**config.mk**
```make
export PLATFORM = sky130hd
export DESIGN_NAME = plic_gateway
export DESIGN_NICKNAME = d
export VERILOG_FILES = /design/src/rtl/plic_gateway.sv
export SDC_FILE = /design/constraint.sdc
export NUM_CORES = 1
export LEC_CHECK = 0
export ABC_AREA = 1
export BUFFER_PORTS_ARGS = -buffer_cell sky130_fd_sc_hd__buf_2
export CORE_AREA = 5 5 224 247
export CTS_CLUSTER_DIAMETER = 80
export DETAILED_ROUTE_END_ITERATION = 10
export DIE_AREA = 0 0 229 252
export PLACE_DENSITY = 0.55
export SYNTH_ARGS = -nofsm -noshare
export SYNTH_HDL_FRONTEND = slang
export SYNTH_SLANG_ARGS = --single-unit
```
**constraint.sdc**
```tcl
create_clock -name PCLK -period 3.4 [get_ports PCLK]
set_input_delay 0.34 -clock PCLK [delete_from_list [all_inputs] [get_ports PCLK]]
set_output_delay 0.34 -clock PCLK [all_outputs]
set_load 0.01 [all_outputs]
```
**src/rtl/plic_gateway.sv**
```systemverilog
`default_nettype none
// ============================================================================
// Module   : plic_gateway
// Purpose  : Per-source interrupt gateway in front of the PLIC core. Each
//            source is level- or rising-edge-triggered, selectable at run
//            time. A source may have only one request outstanding. Once a
//            request is forwarded, the source is blocked until the core
//            claims and then completes that ID. In edge mode, edges that
//            arrive while a request is outstanding are counted and replayed
//            one at a time. The count saturates and sets a sticky overflow
//            flag.
// Ports    : PCLK        - clock
//            PRESETn     - asynchronous active-low reset
//            SrcIn       - raw interrupt lines (already synchronised), [NSRC:1]
//            EdgeMode    - per source: 1 = rising edge, 0 = level
//            Claim/ClaimID       - one-cycle claim pulse and claimed ID
//            Complete/CompleteID - one-cycle completion pulse and ID
//            OvfClr      - clears every Overflow bit
//            Request     - registered request to the PLIC core
//            InService   - registered; source claimed and not yet completed
//            Overflow    - registered sticky edge-counter saturation flag
// Revision : 1.0 - initial release
// ============================================================================
module plic_gateway #(
    parameter int NSRC = 31,
    parameter int CNTW = 4
) (
    input  logic            PCLK,
    input  logic            PRESETn,
    input  logic [NSRC:1]   SrcIn,
    input  logic [NSRC:1]   EdgeMode,
    input  logic            Claim,
    input  logic [5:0]      ClaimID,
    input  logic            Complete,
    input  logic [5:0]      CompleteID,
    input  logic            OvfClr,
    output logic [NSRC:1]   Request,
    output logic [NSRC:1]   InService,
    output logic [NSRC:1]   Overflow
);

    typedef enum logic [1:0] {
        ST_IDLE = 2'd0,
        ST_REQ  = 2'd1,
        ST_BUSY = 2'd2
    } state_e;

    localparam logic [CNTW-1:0] C_CNT_MAX = {CNTW{1'b1}};

    for (genvar i = 1; i <= NSRC; i++) begin : g_src
        state_e          state_q, state_d;
        logic [CNTW-1:0] cnt_q, cnt_d;
        logic            prev_q;
        logic            req_q;
        logic            busy_q;
        logic            ovf_q, ovf_d;
        logic            rise_w;
        logic            consume_w;
        logic            ovf_set_w;
        logic            claim_hit_w;
        logic            complete_hit_w;

        assign rise_w         = SrcIn[i] & ~prev_q;
        // Source IDs start at 1, so ID 0 and IDs above NSRC never match.
        assign claim_hit_w    = Claim    & (ClaimID    == 6'(i));
        assign complete_hit_w = Complete & (CompleteID == 6'(i));

        // Next-state logic. consume_w marks the IDLE->REQ transition that
        // uses up one pending edge in edge mode.
        always_comb begin
            state_d   = state_q;
            consume_w = 1'b0;
            case (state_q)
                ST_IDLE: begin
                    if (EdgeMode[i]) begin
                        if ((cnt_q != '0) || rise_w) begin
                            state_d   = ST_REQ;
                            consume_w = 1'b1;
                        end
                    end else if (SrcIn[i]) begin
                        state_d = ST_REQ;
                    end
                end
                ST_REQ: begin
                    if (claim_hit_w) begin
                        state_d = ST_BUSY;
                    end
                end
                ST_BUSY: begin
                    if (complete_hit_w) begin
                        state_d = ST_IDLE;
                    end
                end
                default: begin
                    state_d = ST_IDLE;
                end
            endcase
        end

        // Pending-edge counter: +edge - consume, clamped. An edge that is
        // also consumed in the same cycle leaves the count unchanged. Only
        // an increment that would pass the maximum counts as overflow.
        always_comb begin
            cnt_d     = cnt_q;
            ovf_set_w = 1'b0;
            if (!EdgeMode[i]) begin
                cnt_d = '0;
            end else if (rise_w && !consume_w) begin
                if (cnt_q == C_CNT_MAX) begin
                    ovf_set_w = 1'b1;
                end else begin
                    cnt_d = cnt_q + CNTW'(1);
                end
            end else if (!rise_w && consume_w) begin
                cnt_d = cnt_q - CNTW'(1);
            end
        end

        // Setting the flag takes priority over a clear in the same cycle.
        always_comb begin
            ovf_d = ovf_q & ~OvfClr;
            if (ovf_set_w) begin
                ovf_d = 1'b1;
            end
        end

        always_ff @(posedge PCLK or negedge PRESETn) begin
            if (!PRESETn) begin
                state_q <= ST_IDLE;
                cnt_q   <= '0;
                prev_q  <= 1'b0;
                req_q   <= 1'b0;
                busy_q  <= 1'b0;
                ovf_q   <= 1'b0;
            end else begin
                state_q <= state_d;
                cnt_q   <= cnt_d;
                prev_q  <= SrcIn[i];
                req_q   <= (state_d == ST_REQ);
                busy_q  <= (state_d == ST_BUSY);
                ovf_q   <= ovf_d;
            end
        end

        assign Request[i]   = req_q;
        assign InService[i] = busy_q;
        assign Overflow[i]  = ovf_q;
    end

endmodule
`default_nettype wire

```
== After elaboration in Yosys (flattened, before gate mapping) ==
Cells that the tools add are included.

* Bits in registers: 310
* Input bits: 79
* Output and inout bits: 93
* Word-level logic and storage cells: 1458

* $add $sub $neg: 62
* Eq/ne operators: 279
* Multiplexer cells: 527
* Bitwise logic cells: 156
* Reductions and logical operators: 248

{| class="wikitable"
|+ Operator list
! operator !! number
|-
| $mux W4 || 124
|-
| $mux W2 || 155
|-
| $mux W1 || 217
|-
| $eq A6 B5 Y1 const B || 32
|-
| $pmux W2 S3 || 31
|-
| $add A4 B1 Y4 const B || 31
|-
| $and A1 B1 Y1 || 124
|-
| $eq A2 B1 Y1 const B || 62
|-
| $eq A2 B2 Y1 const B || 62
|-
| $eq A4 B4 Y1 const B || 31
|-
| $reduce_bool A4 Y1 || 31
|-
| $sub A4 B1 Y4 const B || 31
|-
| $eq A6 B4 Y1 const B || 16
|-
| $ne A3 B1 Y1 const B || 31
|-
| $ne A3 B3 Y1 const B || 31
|-
| $logic_and A1 B1 Y1 || 62
|-
| $logic_not A1 Y1 || 62
|-
| $logic_not A2 Y1 || 31
|-
| $reduce_and A2 Y1 || 31
|-
| $eq A6 B3 Y1 const B || 8
|-
| $not A1 Y1 || 32
|-
| $logic_or A1 B1 Y1 || 31
|-
| $eq A6 B2 Y1 const B || 4
|-
| $eq A6 B1 Y1 const B || 2
|}

== Longest topological paths before layout ==
Gate-level depths: netlist of run 1.

* Word-level depth: 11
* Depth in mapped cells: 13

== Worst setup path after synthesis of run 1 ==
OpenSTA, ideal clock, no wires.

* Path type: reg2reg
* From: register g_src[28].prev_q
* To: register g_src[28].cnt_q[3]
* Library setup time: 117 ps
* Data arrival time: 1432 ps
* Data required time: 3283 ps
* Slack: 1851 ps
* Cell stages (with the launch flop): 13
* Path buffers: 0
* Period minus slack after synthesis: 1549 ps
* Cell sequence: dfrtp_1 -> inv_1 -> nand2_1 -> a31oi_4 -> inv_2 -> ha_1 -> nand2_1 -> inv_1 -> nand3_1 -> nand2_1 -> nand2_1 -> nand3_1 -> nand2_1

* Word-level cells in the longest chain between the ends: 10
* Elaborated cells between the ends (all ways): 15
* Those cells by class: 2 x eq/ne; 5 x mux; 2 x bitwise; 6 x reduce/logical

{| class="wikitable"
|+ RTL lines
! item !! RTL line !! text
|-
| start, declared || 53 || <nowiki>logic prev_q;</nowiki>
|-
| start signal, assigned || 138 || <nowiki>prev_q <= SrcIn[i];</nowiki>
|-
| $not A1 Y1 (*) || 63 || <nowiki>assign rise_w = SrcIn[i] & ~prev_q;</nowiki>
|-
| $and A1 B1 Y1 (*) || 63 ||
|-
| $logic_or A1 B1 Y1 || 76 || <nowiki>if ((cnt_q != '0) || rise_w) begin</nowiki>
|-
| $mux W1 || 76 ||
|-
| $mux W1 || 75 || <nowiki>if (EdgeMode[i]) begin</nowiki>
|-
| $mux W1 || 73 || <nowiki>case (state_q)</nowiki>
|-
| $logic_not A1 Y1 || 108 || <nowiki>end else if (rise_w && !consume_w) begin</nowiki>
|-
| $logic_and A1 B1 Y1 || 108 ||
|-
| $ne A3 B3 Y1 (no source line), or another cell as far along || -- ||
|-
| $reduce_and A2 Y1 (no source line) or $mux W4 (tied branches) || -- ||
|-
| end signal, assigned || 137 || <nowiki>cnt_q <= cnt_d;</nowiki>
|-
| end, declared || 52 || <nowiki>logic [CNTW-1:0] cnt_q, cnt_d;</nowiki>
|}

Every way passes the cells marked *; elsewhere a longest branch is shown, timed or not.
A chain may end at the register's enable or synchronous reset.

== Worst setup path after layout of run 1 ==
* From: input SrcIn[5] in the netlist's numbering
* To: register g_src[5].cnt_q[3]

* Word-level cells in the longest chain between the ends: 9
* Elaborated cells between the ends (all ways): 14
* Those cells by class: 2 x eq/ne; 5 x mux; 1 x bitwise; 6 x reduce/logical

{| class="wikitable"
|+ RTL lines
! item !! RTL line !! text
|-
| start, declared || 30 || <nowiki>input logic [NSRC:1] SrcIn,</nowiki>
|-
| $and A1 B1 Y1 (*) || 63 ||
|-
| $logic_or A1 B1 Y1 || 76 ||
|-
| $mux W1 || 76 ||
|-
| $mux W1 || 75 ||
|-
| $mux W1 || 73 ||
|-
| $logic_not A1 Y1 || 108 ||
|-
| $logic_and A1 B1 Y1 || 108 ||
|-
| $ne A3 B3 Y1 (no source line), or another cell as far along || -- ||
|-
| $reduce_and A2 Y1 (no source line) or $mux W4 (tied branches) || -- ||
|-
| end signal, assigned || 137 ||
|-
| end, declared || 52 ||
|}

Marked as above.

==> key figures, run 1 <==
Status
  – Status: finished clean

Drt
  – Via/cell ratio: ~4.8
  – Final ANT Viol Nets: 0
  – Routed len/inst: 14.5 um
  – Routed WL: between 40000 and 50000 um
  – Pre-antenna DRT Iters: 5
  – DRC: 0
  – DRT iter0 DRCs: between 700 and 800
  – Via count: around 15000

Setup path
  – Reg2reg path depth: 10
  – CP startpoint kind: primary input
  – R2R Path End: g_src[22].cnt_q[2]
  – Critical Setup Path Class: in -> reg
  – Worst EP required: around 3.8 ns
  – Critical path destination: g_src[5].cnt_q[3]
  – Crit path DAT: 2.22 ns
  – CP startpoint: SrcIn[5]
  – Reg2reg setup slack: about 1.7 ns
  – Crit-path max FO: 5
  – Worst R2R Start: g_src[22].state_q[1]
  – Critical path capture point type: flip-flop

Placed design
  – Placed wire-length estimate: 34900 um
  – Final GP Congestion: roughly 0.86
  – IO buf count: roughly 170
  – Cell Area, Placed: around 19000 um2

Die
  – Die Wd: 229 um
  – Core Box Area: 52300 um2
  – Chip height: roughly 250 um
  – Num rows: 88
  – Starting Density: 0.347
  – Die Footprint: 57700 um2
  – Ports: ~170

STA
  – Setup TNS Final: 0 ns
  – RSZ-0062 raised after global routing: no
  – Tightest Pin Transition: 0.991 ns
  – Maximum clock rate: 559 MHz
  – Final Max Tran Viols: 0
  – # setup viols final: 0
  – Slew HR: 0.339
  – Final min period: ~1.8 ns
  – Final period utilization: 0.526
  – Final hold vios: 0
  – Final Skew: approximately 0.013 ns

Power
  – Leak: around 0.011 uW
  – Maximum vdd ir drop: about 380 uV
  – Clock network power share: 0.285
  – Switching Power: between 5000 and 6000 uW
  – Switching fraction of total power: 0.376
  – Pint: a little under 9000 uW
  – Combinational power share: 0.333
  – Power share of the sequential group: 0.382
  – Power per cell area: around 680 nW/um2

Clock network
  – Clk_lat worst skew: around 0.55 ns
  – Htree depth: 2
  – Clock Tree Root: clkbuf_16
  – Bufs on Longest Clock Path: 3
  – Total CTS buffers: 39
  – TritonCTS clock tree: built
  – Post-CTS sizing: 0
  – Clock Pin Slew Worst Setup and Hold Paths: 0.06 ns
  – Clk sinks: 310

Synth
  – Seq/Total Area, Yosys: 0.427
  – Post-Syn Instances: ~2300
  – Syn avg cell area: roughly 7.8 um2
  – Synthesized flop and latch total: 310
  – Synthesized cell area: approximately 18000 um2
  – Async SR Flop Fraction: 1.00
  – Synth Warn #: 0
  – Post-synth EDFFs: 0
  – Unique masters post-synth: 39
  – Syn Nets: 2467
  – Top FF cell, synth: dfrtp_1

GRT
  – First-pass GRT wire length: ~76000 um
  – Global routing usage on met1: 0.203
  – Largest net degree at the start of global routing: 80
  – Tot GR Track Use: 0.159
  – Initial antenna violation count: 6
  – Met3 usage: 0.0375
  – Vias in the first global route: between 15000 and 20000
  – Met2 usage: 0.272
  – Total gr overflow: 0
  – Gr busiest metal: met2

Finish
  – Fin nets: ~2600
  – Fin area: between 20000 and 25000 um2
  – Area of the multi-input gates: about 8000 um2
  – Share of cells above drive strength 1: 0.157
  – FF+latch area: ~7800 um2
  – Area growth syn-to-layout: 14.4%
  – Filler Cell Count: 5243

Job
  – Max-Cap Viols: 0

Hold path
  – Hold/Removal Path Class: in -> reg
## flip-flops by register name (all words and copies together), names as in the netlist
signal         flops
g_src.req_q       31
g_src.state_q     62
g_src.ovf_q       31
g_src.cnt_q      124
g_src.busy_q      31
g_src.prev_q      31
## stage by stage
stage | std cells | hold WS [ns] | total power, uW | utilization | worst slack [ns]
finish | 3177 | 0.0956 | 14200 | 0.397 | 1.61
global placement | 3076 | 0.391 | 10000 | 0.367 | 1.54
CTS | 3175 | 0.0583 | 14400 | 0.397 | 1.62
detailed placement | 3076 | 0.400 | 10200 | 0.367 | 1.51
floorplan | 2326 | 0.0444 | 9070 | - | 1.85
global route | 3175 | 0.114 | 15400 | 0.397 | 1.47
## power by group through the flow
stage	clock, uW	combinational, uW	sequential (uW)
finish	4030	4720	5410
global placement	0	4580	5450
global route	4320	5500	5530
CTS	4180	4770	5410
floorplan	0	3850	5220
detailed placement	0	4720	5450
## cell type report
cell class                      instances  share of cell area
Antenna cell                            2            0.000241
Clock buffer                           58              0.0559
Clock inverter                          9             0.00356
Inverter                              413              0.0747
Multi-Input combinational cell       1502               0.391
Sequential cell                       310               0.374
Tap cell                              675              0.0407
Timing Repair Buffer                  208              0.0608
## cells in the mapped netlist, types with 4 or more instances
library cell | n | share of area
dfrtp_1 | 310 | 0.43
nor3_1 | 18 | 0.0050
nor2_2 | 41 | 0.014
a32oi_1 | 4 | 0.0019
o21ai_0 | 84 | 0.023
buf_2 | 4 | 0.0011
nand2_2 | 37 | 0.013
or2_0 | 5 | 0.0017
o21ai_1 | 53 | 0.015
inv_2 | 55 | 0.011
a31oi_4 | 7 | 0.0082
a21oi_1 | 31 | 0.0086
nand3b_1 | 12 | 0.0050
ha_1 | 62 | 0.043
o31ai_4 | 4 | 0.0047
nand4_1 | 79 | 0.027
nand3_1 | 194 | 0.054
nor2_1 | 155 | 0.032
o22ai_1 | 10 | 0.0034
o221ai_1 | 4 | 0.0019
xor2_1 | 69 | 0.033
o31ai_1 | 42 | 0.017
o211ai_1 | 7 | 0.0029
buf_4 | 94 | 0.039
nand2_1 | 553 | 0.11
inv_1 | 358 | 0.074
xnor2_1 | 9 | 0.0043
## worst max-delay path: stages
cell and delay, ns:
dlygate4sd3_1 0.55, buf_2 0.13, nand2_1 0.11, a31oi_4 0.24, inv_2 0.07, ha_1 0.33
nand2_1 0.06, inv_1 0.05, nand3_1 0.09, nand2_1 0.08, nand2_1 0.05, nand3_1 0.06
nand2_1 0.05
## worst min path at each step
| stage | from | cells past startpoint | endpoint | slack, ns |
|---|---|---|---|---|
| finish | EdgeMode[29] | 3 | g_src[29].ovf_q | 0.1 |
| global placement | PRESETn | 1 | g_src[30].cnt_q[2] | 0.39 |
| floorplan | PRESETn | 0 | g_src[10].busy_q | 0.04 |
| detailed placement | PRESETn | 1 | g_src[30].cnt_q[3] | 0.40 |
| CTS | EdgeMode[29] | 3 | g_src[29].ovf_q | 0.06 |
| global route | EdgeMode[15] | 3 | g_src[15].req_q | 0.11 |
## per-layer routing
metal  vias up  share of wire
li1       7684              -
met1      7182           0.45
met2       242           0.47
met3        79          0.053
met4         8          0.024
met5         -        0.00078
## layout by cell type (no fill, tap or decap), drive strengths merged, types with 32 or more instances in the layout
cell and instances:
buf 176, clkbuf 58, dfrtp 310, dlygate4sd3 32, ha 62, inv 414, nand2 592, nand3 196
nand4 79, nor2 198, o21ai 137, o31ai 48, xor2 69
## logic make-up (layout without fill, tap and decap cells)
kind of cell / Yosys count / in the layout / share of synthesized area
xor+xnor: 78 / 78 / 0.0376
flops: 310 / 310 / 0.427
simple gates: 1106 / 1106 / 0.273
buf+inv: 514 / 688 / 0.126
other cells: 0 / 2 / 0
fa+ha+maj: 62 / 62 / 0.0427
compound gates: 256 / 256 / 0.0935
## what timing repair did
| item | in CTS | in global routing |
|---|---|---|
| buffers inserted | 0 | 0 |
| hold buffers | 32 | 0 |
| endpoints found under the setup margin | 0 | 0 |
| endpoints found under the hold margin | 107 | 0 |
No activity file was read; power rests on OpenSTA's default activity.
==> run 2: changes to the inputs <==
--- a/config.mk
+++ b/config.mk
@@ -11,7 +11,7 @@
 export CTS_CLUSTER_DIAMETER = 80
 export DETAILED_ROUTE_END_ITERATION = 10
 export DIE_AREA = 0 0 229 252
-export PLACE_DENSITY = 0.55
+export PLACE_DENSITY = 0.57
 export SYNTH_ARGS = -nofsm -noshare
 export SYNTH_HDL_FRONTEND = slang
 export SYNTH_SLANG_ARGS = --single-unit
==> constraint.sdc (replaced) <==
create_clock -name PCLK -period 1.54 [get_ports PCLK]
set_input_delay 0.154 -clock PCLK [delete_from_list [all_inputs] [get_ports PCLK]]
set_output_delay 0.154 -clock PCLK [all_outputs]
set_load 0.01 [all_outputs]
==> run 2 against run 1 <==
The flow now finishes with violations (negative setup slack). First-iteration DRC count increased by 4.5%. Final cell count rose by 9.2%. Non-clock buffer count rose by 285. Sequential power up 130%. Combinational power rose to 3.0 times the previous value. Critical path type is now reg -> reg. Global-route usage is 0.73 points higher.
==> key figures, run 2 (synthesis gave the netlist of run 1 again) <==
Finish
  – Share of cells above drive strength 1: 0.347 (+0.190)
  – Commonest cells after routing, fill and taps aside: nand2_1 (432), inv_1 (316), dfrtp_1 (308)
  – Reg with most FFs: g_src.cnt_q
  – Max reg flops: 124 (unchanged)
  – Fin nets: 2900 (+11%)
  – Area growth syn-to-layout: 35.7%
  – Largest registers: g_src.cnt_q (124), g_src.state_q (62)
  – Area of the multi-input gates: 9500 um2 (+17%)
  – Commonest non-fill, non-tap cell in the layout: nand2_1
  – Fin area: 24600 um2 (+19%)
  – FF+latch area: 7760 um2 (about the same)
  – Fin util: 0.471 (+0.0738)
  – Filler Cell Count: 4944 (-5.7%)

GRT
  – Largest net degree at the start of global routing: 55 (-31%)
  – Total gr overflow: 0 (unchanged)
  – Vias in the first global route: 16300 (+7.3%)
  – Tot GR Track Use: 0.167 (+0.00734)
  – First-pass GRT wire length: 80400 um (+5.7%)
  – Initial antenna violation count: 8 (+2)

STA
  – Maximum clock rate: ~630 MHz
  – Tightest Pin Transition: 0.449 ns (-0.542 ns)
  – # setup viols final: 6 (+6)
  – RSZ-0062 raised after global routing: yes
  – Fin worst setup slack: -0.0509 ns (-1.66 ns)
  – Final Max Tran Viols: 0 (unchanged)
  – Final period utilization: 1.03
  – Final hold vios: 0 (unchanged)
  – Slew HR: 0.698 (+0.358)
  – Final min period: ~1.6 ns
  – Final Skew: 0.00951 ns (-0.00388 ns)

Placed design
  – Cell Area, Placed: 20400 um2 (+6.3%)
  – Final GP Congestion: 0.894 (+3.6%)
  – Placed wire-length estimate: 35700 um (+2.5%)
  – IO buf count: 171 (unchanged)

Die
  – Ports: 172 (unchanged)
  – Die Wd: 229 um (unchanged)
  – Chip height: 252 um (unchanged)
  – Num rows: 88 (unchanged)
  – Core Box Area: 52300 um2 (unchanged)
  – Die Footprint: 57700 um2 (unchanged)
  – Starting Density: 0.347 (unchanged)

Setup path
  – Crit path DAT: 2.02 ns (-0.20 ns)
  – Crit-path max FO: 3 (-2)
  – CP cell instances: inv_1 > nand2_2 > a31oi_4 > buf_4 > nand2_2 > inv_1 > nor2_1 > ha_1 > nor2_1 > xor2_1 > o21ai_1
  – Worst path slowest cell: dfrtp_1
  – Slowest stage delay, CP: 0.35 ns (-0.20 ns)
  – Critical path capture point type: flip-flop
  – CP startpoint kind: flip-flop
  – Worst EP required: 1.97 ns (-1.86 ns)
  – Critical Setup Path Class: reg -> reg

Drt
  – Via/cell ratio: 4.76 (-0.39%)
  – Final ANT Viol Nets: 0 (unchanged)
  – DRT iter0 DRCs: 832 (+4.5%)
  – Routed WL: 50300 um (+9.2%)
  – DRC: 0 (unchanged)
  – Pre-antenna DRT Iters: 6 (+1)
  – Via count: 16500 (+8.8%)
  – Routed len/inst: 14.5 um (about the same)

Clock network
  – Clock Tree Root: clkbuf_16
  – Clk sinks: 310 (unchanged)
  – Htree depth: 2 (unchanged)
  – TritonCTS clock tree: built
  – Clk_lat worst skew: 0.54 ns (about the same)
  – Total CTS buffers: 39 (unchanged)
  – Clock Pin Slew Worst Setup and Hold Paths: 0.06 ns (about the same)
  – Bufs on Longest Clock Path: 3 (unchanged)

Status
  – Failing checks: negative setup slack
  – Status: finished with violations

Job
  – Max-Cap Viols: 0 (unchanged)

Power
  – Leak: 0.0122 uW (+15%)
  – Maximum vdd ir drop: 771 uV (+100%)
  – Power per cell area: 1460 nW/um2 (+110%)

Hold path
  – Hold/Removal Path Class: in -> reg
==> run 2: per-stage QoR <==
step                instances  hold slack [ns]  TNS (ns)  setup slack (ns)  power [uW]
global route             3465           0.0728     -4.05            -0.161       38800
CTS                      3393           0.0120    -0.114           -0.0340       34100
finish                   3469           0.0669    -0.147           -0.0509       35900
global placement         3223           0.0705    -0.191           -0.0498       23000
floorplan                2326           -0.142         0           0.00545       20100
detailed placement       3223           0.0720     -1.21           -0.0995       23300
==> run 2: timing repair <==
action | CTS | global route
pin swaps | 64 | 234
setup buffers | 43 | 75
hold buffers | 56 | 0
endpoints found under the setup margin | 41 | 106
hold endpoints to repair | 426 | 0
gates resized for setup | 74 | 305
==> run 2: where the power goes <==
group | leakage, uW | switching, uW | internal, uW | total (uW)
clock | 0.000680 | 3610 | 6000 | 9610
sequential | 0.00384 | 2130 | 10100 | 12200
combinational | 0.00764 | 7500 | 6560 | 14100
==> run 2: final cells by class <==
cell class	count	share of cell area
diodes	5	0.000508
flip-flops and latches	310	0.315
multi-input cells	1502	0.386
repair buffers	493	0.146
inverters	413	0.0633
well taps	675	0.0343
clock inverters	14	0.00691
clock buffers	57	0.0482
==> run 2: worst paths after layout <==
| check | from | end | slack [ns] | cells after the start |
|---|---|---|---|---|
| max | g_src[28].prev_q | g_src[28].cnt_q[2] | -0.05 | 11 |
| min | EdgeMode[28] | g_src[28].state_q[0] | 0.07 | 3 |
| max reg2reg | g_src[28].prev_q | g_src[28].cnt_q[2] | -0.05 | 11 |
| min reg2reg | g_src[10].cnt_q[0] | g_src[10].cnt_q[0] | 0.52 | 1 |
| max in group asynchronous | PRESETn | g_src[17].state_q[1] | 0.82 | 3 |
| min in group asynchronous | PRESETn | g_src[3].busy_q | 0.11 | 2 |
==> run 2: per-layer routing <==
layer,wire (um),global-route usage
met1,21900,0.212
met2,24800,0.289
met3,2580,0.0391
met4,1050,0.0407
met5,13,0
==> run 2: worst max-delay path, delay by kind of cell, from the launching register on <==
kind	cells	cell delay (ns)
XOR/XNOR	1	0.15
AO/OA/AOI/OAI	2	0.27
buffers and inverters	3	0.27
AND/OR/NAND/NOR	4	0.28
flip-flops	1	0.35
adder cells (fa/ha/maj)	1	0.17
